`src/rtl/terminal_writer_pkg.sv`:
```
// Shared types and constants for the terminal writer.
// Build option: TERMINAL_WRITER_TAB_EN enables horizontal tab handling in the top.
package terminal_pkg;

    typedef enum logic [1:0] {
        IDLE,
        WRITE,
        CLEAR
    } state_t;

    localparam logic [7:0] ASCII_CR  = 8'h0D;
    localparam logic [7:0] ASCII_LF  = 8'h0A;
    localparam logic [7:0] ASCII_BS  = 8'h08;
    localparam logic [7:0] ASCII_TAB = 8'h09;
    localparam int         TAB_STOP  = 8;

    function automatic logic is_printable(input logic [7:0] b);
        return (b >= 8'h20) && (b <= 8'h7E);
    endfunction

endpackage

```
`src/rtl/terminal_writer_ring_counter.sv`:
```
// Mod-N up-counter with synchronous active-low reset; wrap flags the last value.
module ring_counter #(
    parameter int N = 30,
    parameter int W = $clog2(N)
) (
    input  logic         clk,
    input  logic         reset_low,
    input  logic         inc,
    output logic [W-1:0] count,
    output logic         wrap
);

    logic [W-1:0] count_q;
    logic [W-1:0] count_d;

    // Wrap at N explicitly; N need not be a power of two.
    always_comb begin
        wrap    = (count_q == W'(N - 1));
        count_d = count_q;
        if (inc) begin
            count_d = wrap ? '0 : count_q + W'(1);
        end
    end

    // NOTE: sequential state uses <= so every flop samples pre-edge values.
    always_ff @(posedge clk) begin
        if (!reset_low) begin
            count_q <= '0;
        end else begin
            count_q <= count_d;
        end
    end

    assign count = count_q;

endmodule

```
`src/rtl/terminal_writer.sv`:
```
// Byte stream to character-RAM cell writer with CR/LF/BS, auto-wrap and ring-buffer scroll.
// Build option: define TERMINAL_WRITER_TAB_EN to move the cursor to the next tab stop on 0x09.
module terminal_writer
    import terminal_pkg::*;
#(
    parameter  int         ROWS  = 30,
    parameter  int         COLS  = 100,
    parameter  logic [7:0] BLANK = 8'h20,
    localparam int         ROW_W = $clog2(ROWS),
    localparam int         COL_W = $clog2(COLS)
) (
    input  logic             clk,
    input  logic             reset_low,
    input  logic             write_ready,
    output logic             write_valid,
    output logic [ROW_W-1:0] write_row,
    output logic [COL_W-1:0] write_col,
    output logic [7:0]       write_byte,
    output logic             character_ready,
    input  logic             character_valid,
    input  logic [7:0]       character_byte,
    output logic [ROW_W-1:0] top_row
);

    localparam logic [COL_W-1:0] COL_LAST  = COL_W'(COLS - 1);
    localparam logic [ROW_W-1:0] LINE_LAST = ROW_W'(ROWS - 1);

    state_t             state_q, state_d;
    logic [COL_W-1:0]   col_q, col_d;
    logic [ROW_W-1:0]   line_count_q, line_count_d;
    logic               wv_q, wv_d;
    logic [ROW_W-1:0]   wr_q, wr_d;
    logic [COL_W-1:0]   wc_q, wc_d;
    logic [7:0]         wb_q, wb_d;

    logic               accept;
    logic               advance;
    logic               row_inc;
    logic               top_inc;
    logic [ROW_W-1:0]   row_q;
    logic               row_wrap;
    logic [ROW_W-1:0]   row_next;
    logic               top_wrap_unused;

`ifdef TERMINAL_WRITER_TAB_EN
    function automatic logic [COL_W-1:0] tab_target(input logic [COL_W-1:0] col);
        int stop;
        stop = (int'(col) / TAB_STOP + 1) * TAB_STOP;
        return (stop > COLS - 1) ? COL_LAST : COL_W'(stop);
    endfunction
`endif

    ring_counter #(.N(ROWS), .W(ROW_W)) u_row (
        .clk       (clk),
        .reset_low (reset_low),
        .inc       (row_inc),
        .count     (row_q),
        .wrap      (row_wrap)
    );

    ring_counter #(.N(ROWS), .W(ROW_W)) u_top (
        .clk       (clk),
        .reset_low (reset_low),
        .inc       (top_inc),
        .count     (top_row),
        .wrap      (top_wrap_unused)
    );

    assign character_ready = (state_q == IDLE) && reset_low;
    assign accept          = character_ready && character_valid;
    assign row_next        = row_wrap ? '0 : row_q + ROW_W'(1);

    // NOTE: every signal gets a default first, so no path can infer a latch.
    always_comb begin
        state_d      = state_q;
        col_d        = col_q;
        line_count_d = line_count_q;
        wv_d         = wv_q;
        wr_d         = wr_q;
        wc_d         = wc_q;
        wb_d         = wb_q;
        advance      = 1'b0;
        row_inc      = 1'b0;
        top_inc      = 1'b0;

        unique case (state_q)
            IDLE: begin
                if (accept) begin
                    if (is_printable(character_byte)) begin
                        wr_d    = row_q;
                        wc_d    = col_q;
                        wb_d    = character_byte;
                        wv_d    = 1'b1;
                        state_d = WRITE;
                    end else if (character_byte == ASCII_CR) begin
                        col_d = '0;
                    end else if (character_byte == ASCII_BS) begin
                        if (col_q != '0) col_d = col_q - COL_W'(1);
                    end else if (character_byte == ASCII_LF) begin
                        advance = 1'b1;
`ifdef TERMINAL_WRITER_TAB_EN
                    end else if (character_byte == ASCII_TAB) begin
                        col_d = tab_target(col_q);
`endif
                    end
                end
            end
            WRITE: begin
                if (write_ready) begin
                    wv_d = 1'b0;
                    if (col_q == COL_LAST) begin
                        advance = 1'b1;
                    end else begin
                        col_d   = col_q + COL_W'(1);
                        state_d = IDLE;
                    end
                end
            end
            CLEAR: begin
                if (write_ready) begin
                    if (wc_q == COL_LAST) begin
                        wv_d    = 1'b0;
                        wc_d    = '0;
                        state_d = IDLE;
                    end else begin
                        wc_d = wc_q + COL_W'(1);
                    end
                end
            end
            default: state_d = IDLE;
        endcase

        // Line advance: the newly entered row is blanked before new text lands on it.
        if (advance) begin
            col_d   = '0;
            row_inc = 1'b1;
            if (line_count_q == LINE_LAST) top_inc = 1'b1;
            else                           line_count_d = line_count_q + ROW_W'(1);
            wv_d    = 1'b1;
            wr_d    = row_next;
            wc_d    = '0;
            wb_d    = BLANK;
            state_d = CLEAR;
        end
    end

    always_ff @(posedge clk) begin
        if (!reset_low) begin
            state_q      <= IDLE;
            col_q        <= '0;
            line_count_q <= '0;
            wv_q         <= 1'b0;
            wr_q         <= '0;
            wc_q         <= '0;
            wb_q         <= '0;
        end else begin
            state_q      <= state_d;
            col_q        <= col_d;
            line_count_q <= line_count_d;
            wv_q         <= wv_d;
            wr_q         <= wr_d;
            wc_q         <= wc_d;
            wb_q         <= wb_d;
        end
    end

    assign write_valid = wv_q;
    assign write_row   = wr_q;
    assign write_col   = wc_q;
    assign write_byte  = wb_q;

endmodule
```
`config.mk`:
```
export PLATFORM = sky130hd
export DESIGN_NAME = terminal_writer
export DESIGN_NICKNAME = d
export VERILOG_FILES = /design/src/rtl/terminal_writer_pkg.sv /design/src/rtl/terminal_writer_ring_counter.sv /design/src/rtl/terminal_writer.sv
export SDC_FILE = /design/constraint.sdc
export NUM_CORES = 1
export LEC_CHECK = 0
export CORE_ASPECT_RATIO = 0.75
export CORE_MARGIN = 5
export CORE_UTILIZATION = 49
export DETAILED_ROUTE_END_ITERATION = 8
export GPL_ROUTABILITY_DRIVEN = 1
export PLACE_DENSITY = 0.73
export REMOVE_ABC_BUFFERS = 1
export SYNTH_ARGS = -nofsm -noshare
export SYNTH_HDL_FRONTEND = slang
export SYNTH_SLANG_ARGS = --single-unit
```
`constraint.sdc`:
```
create_clock -name clk -period 1.8 [get_ports clk]
set_input_delay 0.36 -clock clk [delete_from_list [all_inputs] [get_ports clk]]
set_output_delay 0.36 -clock clk [all_outputs]
set_load 0.01 [all_outputs]
```
==> summary.md <==
| Metric | Value |
|---|---|
| Detailed-route wire length | approximately 8.8 mm |
| Tcrit/Tclk final | 104.2% |
| Vias in the first global route | 2,752 |
| Total gr overflow | 0 |
| Tmin final | 1876 ps |
| Detailed Route Iter0 Violations | roughly 200 |
| Outcome | finished with violations |
| Worst clock skew | between 6 and 7 ps |
| Via density per instance | approximately 6 |
| #FFs+latches synth | 45 |
| First-pass GRT wire length | roughly 13 mm |
| Die area | around 7200 um2 |
| Crit. End Element | flip-flop |
| Height of the die | roughly 75 um |
| Leak | approximately 1.6 nW |
| Fillcell total | approximately 360 |
| Starting Density | 50.93% |
| Failing checks | setup timing |
| Actual slew at the worst max-slew pin | between 400 and 500 ps |
| Antenna cells | 0 |
| Post-synthesis sequential area ratio | between 30% and 40% |
| CP Class | flip-flop to flip-flop |
| Mapped Area | between 2000 and 3000 um2 |
| DIE WIDTH | 96.59 um |
| CP Data Arrival Time | roughly 2100 ps |
| CTS max path bufs | 2 |
| Port Buffer Count | 38 |
| Max cap viols | 0 |
| Fraction of layout cells with a size suffix above 1 | approximately 39% |
| Clk_lat worst skew | approximately 300 ps |
| Worst vdd ir | 454.2 uV |
| Routed Antenna Nets | 0 |
| Worst Path Required | between 2000 and 2500 ps |
| Final setup viols | 7 |
| Number of synthesized flops with an enable pin | 0 |
| Synth cell types | between 60 and 70 |
| Worst-path clk slew | roughly 90 ps |
| Final hold vios | 0 |
| Most common cell in the synthesized netlist | dfxtp_1 |
| GRT Overall Usage | around 23% |
| Dpl ws | -610.3 ps |
| Routed len/inst | roughly 17 um |
| Mean Syn Cell Area | between 8 and 9 um2 |
| Total power | between 3 and 4 mW |
| Ys flop type | dfxtp_1 |
| Leading area contributor after synthesis | dfxtp_1 |
| Row cnt | 23 |
| Root Buffer | clkbuf_8 |
| Synth top area share | 32.70% |
| Asr flop ratio synth | 0% |
| Largest net degree at the start of global routing | 22 |
| Routed vias | about 3,000 |
| Drt first pass iters | 5 |
| CP startpoint kind | flip-flop |
| Syn. warnings | 0 |
| Slew Limit Headroom | 72.57% |
| TNS Setup | -268.0 ps |
| IO Pins | 39 |
| PD cells | between 800 and 900 nW/um2 |
| Nets | 456 |
| Post-synth top cells | 45 x dfxtp_1, 29 x nor2_1, 22 x nand2_1 |
| Area Overhead vs Synth | 51.59% |
| Core Area | ~5400 um2 |
| RSZ-0062 raised after global routing | true |
| Final Wtd Congestion | approximately 0.94 |
| Initial antenna violation count | 0 |
| Final core occ | between 70% and 80% |
| Detail Placement HPWL | between 6 and 7 mm |
| Drt drc | 0 |
| CTS tree | done |
| H-tree Lvls | 2 |
| # hold bufs at CTS | 0 |
| Pins Over Slew Limit | 0 |
| Worst Hold Class | input port to flip-flop |
| CP max FO | 7 |
| Final worst slack | -76.23 ps |
| Post-Synthesis Cells | approximately 320 |
| CTS Sinks | 45 |
| F_max | 533.0 MHz |
| CTS Buf Count | 5 |
| Leading post-synthesis cells by cell area | dfxtp_1 33%, ha_1 6.4%, nor2_1 4.0% |
[sequential cells by signal (all words and copies together) (netlist names)]
| register | cells |
|---|---|
| write_row | 5 |
| col_q | 7 |
| u_top.count | 5 |
| line_count_q | 5 |
| state_q | 2 |
| write_byte | 8 |
| write_col | 7 |
| u_row.count | 5 |
| write_valid | 1 |
[through the flow]
step	hold WS [ps]	area (um2)	cells
after floorplan	431.9	2704	308
after global placement	419.6	3679	486
after detailed placement	422.2	3679	486
after CTS	414.6	3882	499
after global routing	438.4	4177	506
final	412.9	4177	506
[report_power, final]
group | total [mW] | switching (mW) | internal [mW]
clock | 0.641 | 0.372 | 0.269
sequential | 1.16 | 0.0796 | 1.08
combinational | 1.64 | 0.827 | 0.816
total | 3.44 | 1.28 | 2.16
[path summary, 6_finish.rpt]
| path | startpoint | endpoint | slack (ps) | depth (start not counted) |
|---|---|---|---|---|
| max | state_q[0]$_SDFFE_PP0P_ | write_row[3]$_SDFFE_PN0P_ | -80 | 8 |
| min | character_byte[6] | write_byte[6]$_SDFFE_PP0P_ | 410 | 3 |
| max reg2reg | state_q[0]$_SDFFE_PP0P_ | write_row[3]$_SDFFE_PN0P_ | -80 | 8 |
| min reg2reg | write_byte[7]$_SDFFE_PP0P_ | write_byte[7]$_SDFFE_PP0P_ | 440 | 2 |
[logic make-up after synthesis]
family	after synthesis	synth area share, %
AOI/OAI and AO/OA	97	26.48
muxes	11	4.042
xor gates and xnor gates	3	0.9539
adders and majority gates	14	6.358
buffers and inverters	26	3.905
and+or+nand+nor	123	25.57
DFF	45	32.70
[worst max-delay path: stages (launching register included)]
cell	delay, ps
dfxtp_4	380
inv_4	60
ha_4	130
and4b_2	290
and3_4	230
nor2_4	40
buf_6	130
or3_4	360
a31oi_4	190
[per-layer routing]
metal / global-route usage, % / vias to the layer above / wire length [um]
li1: - / 1432 / -
met1: 34.36 / 1430 / 3985
met4: 3.888 / 0 / 97
met2: 34.86 / 156 / 3997
met3: 4.795 / 16 / 693
met5: 0 / - / 0
[area by class of cell]
type                    count  area [um2]  share of cell area (%)
clock buffers               5       68.82                   1.648
well taps                  75       93.84                   2.247
flip-flops and latches     45       909.6                   21.78
clock inverters             3       17.52                  0.4194
multi-input cells         248        2033                   48.68
repair buffers            115       992.2                   23.76
inverters                  15       61.31                   1.468
[cell usage in the layout (no fill, tap or decap), drive strengths merged, types with 3 or more instances in the layout]
cell,instances
inv,15
a211oi,9
ha,14
a32o,4
clkdlybuf4s50,28
a31oi,4
nor2,30
a21oi,23
or4,4
o21a,5
o21ai,16
o32ai,3
o31ai,3
or3,3
dfxtp,45
nor4,3
nor3,15
buf,80
and4,3
clkbuf,5
nand3,22
a21o,4
nand2,22
nor4b,4
and3,3
a2111oi,3
dlymetal6s2s,3
mux2i,10
[timing repair]
action | in CTS | in global routing
setup buffers | 5 | 8
setup endpoints to repair | 42 | 37
pin swaps | 9 | 21
resized for setup | 44 | 63
Power figures use the tool's default switching activity.
